## src/rtl/secded_enc_pipe.sv

```systemverilog
// Two-stage pipelined SECDED (extended Hamming) encoder with valid/ready on both sides.
// Optional error injection at the S1->S2 transfer is enabled by defining SECDED_ERR_INJ_EN.
module secded_enc_pipe #(
  parameter int unsigned DATA_W = 64,
  parameter int unsigned CNT_W  = 16,
  localparam int unsigned PAR_W = $clog2(DATA_W + $clog2(DATA_W) + 1),
  localparam int unsigned CW_W  = DATA_W + PAR_W + 1
) (
  input  logic              clk,
  input  logic              rst,
  input  logic              in_valid,
  output logic              in_ready,
  input  logic [DATA_W-1:0] data_in,
  output logic              out_valid,
  input  logic              out_ready,
  output logic [CW_W-1:0]   code_out,
  output logic [CNT_W-1:0]  word_cnt
`ifdef SECDED_ERR_INJ_EN
  ,
  input  logic              inj_en,
  input  logic [CW_W-1:0]   inj_mask
`endif
);

  // Data-bearing Hamming positions covered by parity bit k.
  function automatic logic [CW_W-1:0] cover_mask(input int unsigned k);
    logic [CW_W-1:0] m;
    m = '0;
    for (int unsigned p = 1; p < CW_W; p++) begin
      if ((((p >> k) & 1) != 0) && ((p & (p - 1)) != 0)) begin
        m = m | ((CW_W)'(1) << p);
      end
    end
    return m;
  endfunction

  logic              s1_valid_q, s1_valid_d;
  logic [DATA_W-1:0] s1_data_q,  s1_data_d;
  logic              s2_valid_q, s2_valid_d;
  logic [CW_W-1:0]   s2_code_q,  s2_code_d;
  logic [CNT_W-1:0]  word_cnt_q, word_cnt_d;

  logic              s1_ld_c;
  logic              s2_ld_c;
  logic [CW_W-1:1]   cw_data_c;
  logic [CW_W-1:1]   cw_body_c;
  logic [CW_W-1:0]   code_c;
  logic [CW_W-1:0]   inj_c;

  // Data bits scattered into non-power-of-two positions; parity bits fill the rest.
  for (genvar p = 1; p < CW_W; p++) begin : g_pos
    if ((p & (p - 1)) == 0) begin : g_par
      localparam logic [CW_W-1:0] COVER_FULL = cover_mask($clog2(p));
      assign cw_data_c[p] = 1'b0;
      assign cw_body_c[p] = ^(cw_data_c & COVER_FULL[CW_W-1:1]);
    end else begin : g_dat
      assign cw_data_c[p] = s1_data_q[p - $clog2(p + 1) - 1];
      assign cw_body_c[p] = cw_data_c[p];
    end
  end

  assign code_c = {cw_body_c, ^cw_body_c};

`ifdef SECDED_ERR_INJ_EN
  assign inj_c = inj_en ? inj_mask : '0;
`else
  assign inj_c = '0;
`endif

  // Backpressure chain: a stage may load if it is empty or its successor is moving.
  assign s2_ld_c  = !s2_valid_q || out_ready;
  assign s1_ld_c  = !s1_valid_q || s2_ld_c;
  assign in_ready = s1_ld_c;

  assign out_valid = s2_valid_q;
  assign code_out  = s2_code_q;
  assign word_cnt  = word_cnt_q;

  always_comb begin
    s1_valid_d = s1_valid_q;
    s1_data_d  = s1_data_q;
    s2_valid_d = s2_valid_q;
    s2_code_d  = s2_code_q;
    word_cnt_d = word_cnt_q;

    if (s2_ld_c) begin
      s2_valid_d = s1_valid_q;
      if (s1_valid_q) begin
        s2_code_d = code_c ^ inj_c;
      end
    end

    if (s1_ld_c) begin
      s1_valid_d = in_valid;
      if (in_valid) begin
        s1_data_d = data_in;
      end
    end

    // Saturating count of output handoffs.
    if (s2_valid_q && out_ready && (word_cnt_q != '1)) begin
      word_cnt_d = word_cnt_q + (CNT_W)'(1);
    end
  end

  always_ff @(posedge clk) begin
    if (rst) begin
      s1_valid_q <= 1'b0;
      s1_data_q  <= '0;
      s2_valid_q <= 1'b0;
      s2_code_q  <= '0;
      word_cnt_q <= '0;
    end else begin
      s1_valid_q <= s1_valid_d;
      s1_data_q  <= s1_data_d;
      s2_valid_q <= s2_valid_d;
      s2_code_q  <= s2_code_d;
      word_cnt_q <= word_cnt_d;
    end
  end

endmodule
```

## config.mk

```make
export PLATFORM = sky130hd
export DESIGN_NAME = secded_enc_pipe
export DESIGN_NICKNAME = d
export VERILOG_FILES = /design/src/rtl/secded_enc_pipe.sv
export SDC_FILE = /design/constraint.sdc
export NUM_CORES = 1
export LEC_CHECK = 0
export BUFFER_PORTS_ARGS = -buffer_cell sky130_fd_sc_hd__buf_4
export CAP_MARGIN = 20
export CORE_UTILIZATION = 40
export DETAILED_ROUTE_END_ITERATION = 10
export SLEW_MARGIN = 20
export SYNTH_ARGS = -nofsm -noshare
export SYNTH_HDL_FRONTEND = slang
export SYNTH_SLANG_ARGS = --single-unit
```

## constraint.sdc

```tcl
create_clock -name clk -period 4.1 [get_ports clk]
set_input_delay 0.205 -clock clk [delete_from_list [all_inputs] [get_ports clk]]
set_output_delay 0.205 -clock clk [all_outputs]
set_load 0.1 [all_outputs]
```

### Yosys cells after proc, flatten, opt, wreduce, memory -nomap -nowiden

Index checks and enable logic that the tools add are counted.

* flip-flop bits (word level): 154
* latch bits: 0
* memory bits (writable): 0
* bits in read-only memories: 0
* word-level logic and storage cells: 23
* memories kept: 0

* magnitude comparators: 0
* bitwise operators: 0
* mux-type cells: 0
* reduce and logical (&&, ||, !) cells: 16
* equality and inequality tests: 1
* multipliers: 0
* div/mod/pow operators: 0
* shift-type cells: 0
* $add $sub $neg: 1

Operators by type and width (count)
* $reduce_xor 71->1: 8
* $add 16x1->16 const B: 1
* $ne 16x16->1 const B: 1
* $reduce_and 2->1: 2
* $logic_and 1x1->1: 2
* $logic_not 1->1: 2
* $logic_or 1x1->1: 2

### Longest topological paths before layout

Gate-level depths: netlist (run 1).

* depth after elaboration: 4
* depth in mapped cells: 10

### Least setup slack after synthesis (run 1)

No wires, ideal clock.

* path type: reg-to-reg
* start: reg s2_valid_q (netlist: out_valid)
* end: reg s1_data_q[42]
* setup slack: 1.159 ns
* data required time: 3.968 ns
* arrival: 2.808 ns
* stages on the path, launching flop included: 8
* clock period less this slack: 2.941 ns
* cell sequence: dfxtp_1 > nor2b_1 > nand2_1 > and2_1 > clkbuf_1 > clkbuf_1 > nand2_1 > a21oi_1

* word-level cells in the longest chain between the ends: 4

Ends and longest elaborated chain
* start, declared: RTL line 39 `logic s2_valid_q, s2_valid_d;`
* start signal, assigned: RTL line 116 `s2_valid_q <= s2_valid_d;`
* $logic_not 1->1: RTL line 71 `assign s2_ld_c = !s2_valid_q || out_ready;`
* $logic_or 1x1->1: RTL line 71
* $logic_or 1x1->1: RTL line 72 `assign s1_ld_c = !s1_valid_q || s2_ld_c;`
* via in_ready: RTL line 12 `output logic in_ready,`
* $reduce_and 2->1 (no line)
* end signal, assigned: RTL line 115 `s1_data_q <= s1_data_d;`
* end, declared: RTL line 38 `logic [DATA_W-1:0] s1_data_q, s1_data_d;`

The timed path passes the listed nets, and every way through them passes these cells.
A chain may end at the register's enable or synchronous reset.

### Worst setup path after layout (run 1)

* start: reg s1_data_q[30]
* end: reg s2_code_q[0] (netlist: code_out[0])

* word-level cells in the longest chain between the ends: 2
* elaborated cells between the ends (all ways): 4

Ends and longest elaborated chain
* $reduce_xor 71->1: RTL line 55 `assign cw_body_c[p] = ^(cw_data_c & COVER_FULL[CW_W-1:1]);`
* $reduce_xor 71->1 *: RTL line 62 `assign code_c = {cw_body_c, ^cw_body_c};`
* end signal, assigned: RTL line 117 `s2_code_q <= s2_code_d;`
* end, declared: RTL line 40 `logic [CW_W-1:0] s2_code_q, s2_code_d;`

Every way passes the cells marked *; elsewhere a longest branch is shown, timed or not.

==> flow_summary_export.csv, run 1 <==
group,metric,value,unit
run_status,status,"completed",
floorplan,die_area,17000,um2
sta,worstMarginPinSlew,1.02,ns
sta,setup_viol,0,
clocking,cts_made_buffers,17,
grt,antenna_found_initial,0,
grt,grt.total_usage,21.2,%
place,portBuffers,157,
synthesis,synth_compound_area_share,11.0,%
sta,slew_headroom,32.0,%
synthesis,netlist_area,6580,um2
routing,viasPerCell,4.75,
setup_path,r2r_slack,1.72,ns
min_path,whs_path_depth,3,
synthesis,synth_top_area_cell,"dfxtp_1",
cells_and_area,antennaDiodeCount,0,
routing,wl,17400,um
power,pwr_density_cell,536,nW/um2
setup_path,crit_slowest_cell,"xor2_1",
setup_path,crit_start,"s1_data_q[30]$_SDFFE_PP0P_",
synthesis,synth.mux.area_fraction,0.152,%
synthesis,synth_simple_gate_area_share,19.1,%
synthesis,syn-instance-count,806,
cells_and_area,mostFrequentLayoutCell,"nand2_1",
floorplan,die_h,130,um
synthesis,synth_top_family_by_area,"XOR/XNOR gates",
setup_path,path_cells,"xor2_1 -> xnor2_1 -> xnor3_1 -> xnor2_2 -> xnor2_2 -> xnor3_1 -> nand2_1 -> a21oi_1",
routing,num_vias,5559,
clocking,htree_levels,4,
setup_path,arrival,2.65,ns
clocking,cts_tree,"built",
synthesis,seq_area_frac_synth,46.9,%
grt,grt_pass1_wl,27000,um
synthesis,synth-xor-area-share,19.9,%
setup_path,reg2reg_to,"code_out[0]$_SDFFE_PP0P_",
routing,drc,0,
setup_path,worstSetupPathDepth,8,
sta,hold_viol,0,
sta,skew,0.00701,ns
place,gp_congestion,0.787,
sta,finalCriticalPeriod,2.38,ns
run,maxCapViolCount,0,
routing,drtIter0Drc,305,
cells_and_area,fillers,1604,
routing,ant_nets,0,
clocking,clk_latency,0.43,ns
min_path,hp-class,"in -> reg",
sta,slew_viol_final,0,
sta,max_freq,0.421,GHz
clocking,cts_hold_buffers,0,
synthesis,yosysWarningCount,0,
setup_path,slowest_delay,0.41,ns
setup_path,cp-start-kind,"register",
synthesis,synthAdderAreaFrac,0.190,%
setup_path,crit_fanout,4,
setup_path,rr_worst_depth,8,
setup_path,rr_startpoint,"s1_data_q[30]$_SDFFE_PP0P_",
grt,grt_start_max_net_pins,74,
grt,grt_pass1_vias,5138,
routing,first_pass_iters,4,
power,p_leak,3.37,nW
cells_and_area,area_delta_synth_final,29.9,%
floorplan,core_area,16000,um2
clocking,cts_root_buf,"clkbuf_16",
synthesis,mappedNetlistNets,875,
floorplan,initial_utilization,41.1,%
setup_path,crit_end,"code_out[0]$_SDFFE_PP0P_",
place,dp_cells,1139,
floorplan,ios,158,
place,detailed_place_hpwl,12100,um
synthesis,netlist.area_leader.share,46.9,%
clocking,cts_buffer_depth,2,
clocking,ctsResizeCount,0,
setup_path,cp.buffers_inverters,0,
floorplan,num_rows,46,
floorplan,die_x,130,um
min_path,min_from,"in_valid",
setup_path,cp.required,4.37,ns
cells_and_area,drive_above_1_share,21.7,%
cells_and_area,nNetsFinal,1011,
synthesis,synth_cell_types,27,
setup_path,cpLargestDelayFamily,"XOR/XNOR gates",
synthesis,synth.avg_cell_area,8.16,um2
cells_and_area,final_cells,1171,
sta,fin_crit_sh,58.0,%
setup_path,critPathCaptureType,"register",
sta,holdWs,0.00908,ns
synthesis,synth-seq-cells,154,
synthesis,netlist_top_cells_area,"dfxtp_1, nand2_1, xnor2_1",
routing,wl_per_cell,14.9,um
clocking,clock_sinks,154,
power,ir_drop,0.000404,V
grt,grt_remaining_overflow,0,
clocking,post_cts.repair.setup_buffers,0,
sta,fin_setup_tns,0,ns
sta,rsz0062_at_grt,"false",
cells_and_area,layout_common_cells,"nand2_1, buf_4, dfxtp_1, a21oi_1, xnor2_1",
clocking,clk_pin_slew_worst_paths,0.06,ns
setup_path,path_class,"reg -> reg",
## flip-flops by register name, indices dropped and copies added (netlist names)
name and count:
code_out 72, word_cnt 16, s1_valid_q 1, s1_data_q 64, out_valid 1
## logic make-up (layout without fill, tap and decap cells)
group,after synthesis,in the layout
buffers and inverters,48,197
adders and majority gates,1,1
xor gates and xnor gates,135,135
and+or+nand+nor,323,323
muxes,1,1
AOI/OAI and AO/OA,144,144
DFF,154,154
## per-stage QoR
step	power (mW)	instance area (um2)	util, %	setup slack (ns)
6_report	4.59	8550	53.4	1.72
5_1_grt	4.77	8550	53.4	1.56
4_1_cts	4.62	8550	53.4	1.71
3_5_place_dp	2.97	7920	49.5	1.73
3_3_place_gp	2.96	7920	49.5	1.71
2_1_floorplan	2.72	6580	-	1.16
## Yosys cell counts
cell        n
a21oi_1   140
and2_1      1
and3_1      2
and4_1      1
buf_1       8
buf_2       1
clkbuf_1   38
dfxtp_1   154
ha_1        1
inv_1       1
mux2i_1     1
nand2_1   280
nand2b_1    1
nand3_1     2
nand4_1     3
nor2_1     24
nor2b_1     2
nor3_1      2
nor3b_1     1
o21ai_1     3
o21bai_1    1
or3_1       4
xnor2_1   104
xnor2_2     6
xnor3_1     5
xnor3_2     1
xor2_1     19
## cell type report
cell class / count / area (um2) / share of cell area (%)
Clock inverter: 10 / 139 / 1.62
Timing Repair Buffer: 164 / 1230 / 14.4
Multi-Input combinational cell: 604 / 3330 / 38.9
Tap cell: 216 / 270 / 3.16
Clock buffer: 22 / 494 / 5.78
Inverter: 1 / 3.75 / 0.0439
Sequential cell: 154 / 3080 / 36.1
## power by group
| part | leakage, nW | switching (mW) | total [mW] | internal, mW |
|---|---|---|---|---|
| logic | 1.81 | 0.697 | 1.28 | 0.578 |
| clock network | 0.300 | 0.623 | 1.66 | 1.04 |
| registers | 1.26 | 0.0786 | 1.65 | 1.57 |
| total | 3.37 | 1.40 | 4.59 | 3.19 |
## worst min-delay path by stage
stage	to	slack (ns)
global route	s1_data_q[25]$_SDFFE_PP0P_	0.01
finish	s1_valid_q$_SDFFE_PP0N_	0.009
detailed placement	code_out[69]$_SDFFE_PP0P_	0.45
floorplan	s1_valid_q$_SDFFE_PP0N_	0.32
CTS	s1_valid_q$_SDFFE_PP0N_	0.003
global placement	s1_valid_q$_SDFFE_PP0N_	0.44
## metal layers
| layer | global-route usage [%] | wire [um] |
|---|---|---|
| met1 | 28.5 | 8210 |
| met2 | 33.4 | 8140 |
| met3 | 4.43 | 819 |
| met4 | 7.66 | 248 |
| met5 | 0 | 0 |
## tightest hold or removal path, cell delays in order
cell	delay, ns
buf_4	0.09
a21oi_1	0.03
nor2_1	0.07
(Power assumes the default switching activity.)
==> inputs of run 2 (changes only) <==
==> constraint.sdc (replaced) <==
create_clock -name clk -period 2 [get_ports clk]
set_input_delay 0.1 -clock clk [delete_from_list [all_inputs] [get_ports clk]]
set_output_delay 0.1 -clock clk [all_outputs]
set_load 0.1 [all_outputs]
==> flow_summary_export.csv, run 2 (same netlist as run 1, synthesis figures left out) <==
group,metric,value,unit
grt,grt_start_max_net_pins,71,
clocking,cts_tree,"built",
routing,first_pass_iters,5,
cells_and_area,mostFrequentLayoutCell,"nand2_1",
sta,rsz0062_at_grt,"true",
floorplan,core_area,16000,um2
floorplan,die_h,130,um
cells_and_area,area_delta_synth_final,56.2,%
routing,viasPerCell,4.62,
clocking,clk_pin_slew_worst_paths,0.06,ns
setup_path,critPathCaptureType,"register",
run,maxCapViolCount,0,
sta,skew,0.0105,ns
cells_and_area,fillers,1387,
clocking,clock_sinks,154,
setup_path,rr_worst_depth,8,
cells_and_area,regArea,3180,um2
setup_path,cp.required,2.35,ns
routing,drc,0,
grt,grt.total_usage,22.1,%
cells_and_area,layout_common_cells,"nand2_1, buf_4, a21oi_1, dfxtp_1, xnor2_1",
place,detailed_place_hpwl,12100,um
sta,max_freq,0.459,GHz
setup_path,crit_fanout,4,
floorplan,die_x,130,um
grt,grt_pass1_wl,28300,um
cells_and_area,nNetsFinal,1149,
cells_and_area,finish.utilization,64.2,%
setup_path,crit_start,"s1_data_q[20]$_SDFFE_PP0P_",
power,p_leak,4.20,nW
clocking,cts_root_buf,"clkbuf_16",
grt,grt_remaining_overflow,0,
power,ir_drop,0.000874,V
sta,worstMarginPinSlew,0.597,ns
sta,slew_headroom,60.2,%
routing,ant_nets,0,
sta,fin_crit_sh,109,%
sta,setup_viol,2,
sta,finalCriticalPeriod,2.18,ns
routing,wl_per_cell,14.0,um
run_status,status,"complete, but fails checks",
cells_and_area,largest_register_ffs,72,
setup_path,cp-start-kind,"register",
floorplan,ios,158,
setup_path,r2r_slack,-0.18,ns
floorplan,initial_utilization,41.1,%
setup_path,crit_end,"code_out[0]$_SDFFE_PP0P_",
min_path,hp-class,"in -> reg",
floorplan,die_area,17000,um2
routing,wl,18400,um
cells_and_area,antennaDiodeCount,0,
clocking,htree_levels,4,
routing,drtIter0Drc,342,
cells_and_area,final_cells,1309,
place,gp_congestion,0.788,
floorplan,num_rows,46,
setup_path,rr_startpoint,"s1_data_q[20]$_SDFFE_PP0P_",
setup_path,arrival,2.53,ns
grt,antenna_found_initial,0,
sta,hold_viol,0,
setup_path,path_class,"reg -> reg",
sta,slew_viol_final,0,
cells_and_area,multiInputGateArea,3680,um2
clocking,cts_buffer_depth,2,
power,pwr_density_cell,985,nW/um2
grt,grt_pass1_vias,5595,
place,dp_cells,1208,
run_status,violations,"setup timing",
sta,setup_slack,-0.178,ns
clocking,clk_latency,0.42,ns
cells_and_area,drive_above_1_share,34.3,%
routing,num_vias,6053,
clocking,cts_made_buffers,17,
setup_path,reg2reg_to,"code_out[0]$_SDFFE_PP0P_",
place,portBuffers,157,
==> run 2: changes by cell type in the layout (fill, tap and decap cells not counted), moves of 3 or more <==
cell,delta
dlygate4sd3_1,+65
buf_4,+65
xnor2_1,-30
clkbuf_8,-3
dfxtp_1,-49
xor2_2,+4
dfxtp_2,+33
buf_12,+7
xor2_1,-5
dfxtp_4,+16
xnor2_2,+28
==> run 2: cell type report <==
type	count	share of cell area [%]
Multi-Input combinational cell	604	35.8
Sequential cell	154	31.0
Clock inverter	13	1.62
Clock buffer	19	4.41
Tap cell	216	2.63
Timing Repair Buffer	302	24.5
Inverter	1	0.0365
==> run 2: worst min path at each step <==
| stage | startpoint | endpoint | slack (ns) | depth (start not counted) |
|---|---|---|---|---|
| 2_1_floorplan | in_valid | s1_valid_q$_SDFFE_PP0N_ | 0.22 | 2 |
| 3_3_place_gp | in_valid | s1_valid_q$_SDFFE_PP0N_ | 0.33 | 3 |
| 6_report | out_ready | out_valid$_SDFFE_PP0P_ | 0.02 | 4 |
| 4_1_cts | out_ready | out_valid$_SDFFE_PP0P_ | 0.007 | 4 |
| 5_1_grt | out_ready | out_valid$_SDFFE_PP0P_ | 0.02 | 4 |
| 3_5_place_dp | in_valid | s1_valid_q$_SDFFE_PP0N_ | 0.34 | 3 |
==> run 2: layer usage <==
metal / part of all wire, % / vias to the layer above / global-route usage [%]
met5: 0 / - / 0
met4: 0.98 / 0 / 6.02
met3: 3.6 / 16 / 4.96
met2: 47 / 124 / 34.7
met1: 49 / 2794 / 30.4
li1: - / 3119 / -
==> run 2: per-stage QoR <==
step	total power [mW]	TNS (ns)	hold slack [ns]	cell area [um2]	worst slack, ns
finish	10.1	-0.231	0.0170	10300	-0.178
CTS	10.1	-0.261	0.00684	10200	-0.181
floorplan	5.59	-0.0250	0.217	6770	-0.0250
global placement	6.44	-0.218	0.333	8710	-0.149
detailed placement	6.44	-0.259	0.341	8710	-0.155
global route	10.5	-0.572	0.0220	10300	-0.296
==> run 2: what timing repair did <==
item | in CTS | in global routing
buffers inserted | 3 | 1
pin swaps | 18 | 14
endpoints found under the hold margin | 65 | 0
gates resized for setup | 28 | 19
hold buffers | 65 | 0
setup endpoints to repair | 4 | 5
==> run 2: critical path, stage by stage, from the launching register on <==
cell	delay, ns
dfxtp_4	0.37
xnor2_2	0.17
xnor2_1	0.14
xnor3_1	0.44
xor2_2	0.18
xnor3_1	0.25
xnor3_1	0.39
nand2_1	0.05
a21oi_1	0.12
==> run 2: power breakdown <==
group | switching (mW) | leakage, nW | internal (mW) | total, mW
registers | 0.137 | 1.28 | 3.22 | 3.35
clock network | 1.32 | 0.292 | 2.04 | 3.36
logic | 1.67 | 2.62 | 1.74 | 3.41
total | 3.13 | 4.20 | 6.99 | 10.1
==> inputs of run 3 (changes only) <==
--- a/config.mk
+++ b/config.mk
@@ -8,6 +8,7 @@
 export BUFFER_PORTS_ARGS = -buffer_cell sky130_fd_sc_hd__buf_4
 export CAP_MARGIN = 20
 export CORE_UTILIZATION = 40
+export CTS_BUF_LIST = sky130_fd_sc_hd__clkbuf_16
 export DETAILED_ROUTE_END_ITERATION = 10
 export SLEW_MARGIN = 20
 export SYNTH_ARGS = -nofsm -noshare
==> flow_summary_export.csv, run 3 (same netlist as run 1, synthesis figures left out) <==
group,metric,value,unit
run_status,status,"complete, but fails checks",
run_status,violations,"setup timing",
power,pwr_density_cell,978,nW/um2
routing,wl_per_cell,14.0,um
sta,setup_viol,2,
power,seq_power_share,33.4,%
sta,holdWs,0.0188,ns
cells_and_area,multiInputGateArea,3680,um2
cells_and_area,finish.utilization,64.1,%
floorplan,die_h,130,um
sta,slew_viol_final,0,
setup_path,cp-start-kind,"register",
sta,max_freq,0.459,GHz
cells_and_area,nNetsFinal,1149,
power,pwr-share-clk,32.6,%
setup_path,path_class,"reg -> reg",
floorplan,die_x,130,um
setup_path,reg2reg_to,"code_out[0]$_SDFFE_PP0P_",
clocking,clock_sinks,154,
sta,worstMarginPinSlew,0.599,ns
routing,ant_nets,0,
cells_and_area,layout_common_cells,"nand2_1, buf_4, a21oi_1, dfxtp_1, xnor2_1",
routing,wl,18400,um
place,dp_cells,1208,
run,maxCapViolCount,0,
grt,grt_pass1_wl,28300,um
sta,rsz0062_at_grt,"true",
setup_path,arrival,2.53,ns
power,intPower,6.91,mW
place,portBuffers,157,
power,switchingPower,3.12,mW
floorplan,core_area,16000,um2
min_path,whs_path_depth,4,
cells_and_area,drive_above_1_share,34.1,%
cells_and_area,fillers,1387,
grt,grt_remaining_overflow,0,
power,power,10.0,mW
power,ir_drop,0.000869,V
floorplan,die_area,17000,um2
clocking,cts_root_buf,"clkbuf_16",
grt,grt.total_usage,22.1,%
min_path,min_from,"out_ready",
setup_path,crit_fanout,4,
clocking,clk_pin_slew_worst_paths,0.06,ns
place,detailed_place_hpwl,12100,um
routing,first_pass_iters,5,
grt,antenna_found_initial,0,
floorplan,num_rows,46,
floorplan,initial_utilization,41.1,%
sta,hold_viol,0,
routing,drtIter0Drc,368,
power,power_frac_comb,33.9,%
min_path,whs_endpoint,"out_valid$_SDFFE_PP0P_",
sta,fin_crit_sh,109,%
routing,viasPerCell,4.62,
clocking,cts_tree,"built",
routing,num_vias,6047,
power,p_sw_share,31.1,%
sta,skew,0.0105,ns
grt,grt_pass1_vias,5600,
setup_path,critPathCaptureType,"register",
setup_path,rr_worst_depth,8,
min_path,hp-class,"in -> reg",
sta,setup_slack,-0.179,ns
sta,finalCriticalPeriod,2.18,ns
setup_path,r2r_slack,-0.18,ns
cells_and_area,final_cells,1309,
routing,drc,0,
clocking,cts_made_buffers,17,
setup_path,rr_startpoint,"s1_data_q[20]$_SDFFE_PP0P_",
cells_and_area,antennaDiodeCount,0,
cells_and_area,regArea,3180,um2
cells_and_area,area_delta_synth_final,55.9,%
clocking,htree_levels,4,
power,p_leak,4.18,nW
floorplan,ios,158,
sta,slew_headroom,60.1,%
cells_and_area,mostFrequentLayoutCell,"nand2_1",
setup_path,cp.required,2.35,ns
grt,grt_start_max_net_pins,71,
clocking,clk_latency,0.42,ns
cells_and_area,largest_register_ffs,72,
clocking,cts_buffer_depth,2,
place,gp_congestion,0.788,
==> run 3: cell types whose count changed in the layout (fill, tap and decap cells not counted), sizes merged <==
cell / previous run / this run
clkbuf: 19 / 17
clkinv: 4 / 6
==> run 3: final cells by class <==
cell class,count,area share [%]
tap,216,2.63
clock buffer,17,4.15
clock inverter,15,1.70
sequential,154,31.0
timing repair buffer,302,24.6
multi-input combinational,604,35.9
inverter,1,0.0366
==> run 3: layer usage <==
layer | global-route usage, % | up-vias | wire length (um)
li1 | - | 3121 | -
met1 | 30.4 | 2787 | 8950
met2 | 34.7 | 124 | 8570
met3 | 4.96 | 15 | 670
met4 | 6.02 | 0 | 172
met5 | 0 | - | 0
==> run 3: critical path: stages (launching register included) <==
cell,delay [ns]
dfxtp_4,0.37
xnor2_2,0.17
xnor2_1,0.14
xnor3_1,0.44
xor2_2,0.18
xnor3_1,0.25
xnor3_1,0.39
nand2_1,0.05
a21oi_1,0.12
==> run 3: worst max path at each step <==
stage / from / cells past startpoint / endpoint
4_1_cts: s1_data_q[20]$_SDFFE_PP0P_ / 8 / code_out[0]$_SDFFE_PP0P_
2_1_floorplan: s1_data_q[56]$_SDFFE_PP0P_ / 8 / code_out[0]$_SDFFE_PP0P_
3_5_place_dp: s1_data_q[51]$_SDFFE_PP0P_ / 8 / code_out[0]$_SDFFE_PP0P_
5_1_grt: s1_data_q[20]$_SDFFE_PP0P_ / 8 / code_out[0]$_SDFFE_PP0P_
3_3_place_gp: s1_data_q[51]$_SDFFE_PP0P_ / 8 / code_out[0]$_SDFFE_PP0P_
6_report: s1_data_q[20]$_SDFFE_PP0P_ / 8 / code_out[0]$_SDFFE_PP0P_
==> run 3: metrics by stage <==
stage          TNS, ns  worst slack, ns  instance area (um2)
6_report        -0.225           -0.179                10300
5_1_grt         -0.572           -0.296                10300
4_1_cts         -0.261           -0.181                10100
3_5_place_dp    -0.259           -0.155                 8710
3_3_place_gp    -0.218           -0.149                 8710
2_1_floorplan  -0.0250          -0.0250                 6770
==> run 3: power by group through the flow <==
stage	clock, mW	sequential [mW]	combinational (mW)
after floorplan	0	3.97	1.61
after global placement	0	3.41	3.03
after detailed placement	0	3.41	3.03
after CTS	3.33	3.35	3.34
after global routing	3.47	3.37	3.61
final	3.28	3.35	3.41
==> run 3: timing repair <==
action / CTS / global route
gates resized for setup: 28 / 19
hold buffers: 65 / 0
hold endpoints to repair: 65 / 0
setup endpoints to repair: 4 / 5
buffers inserted: 3 / 1
pin swaps: 18 / 14
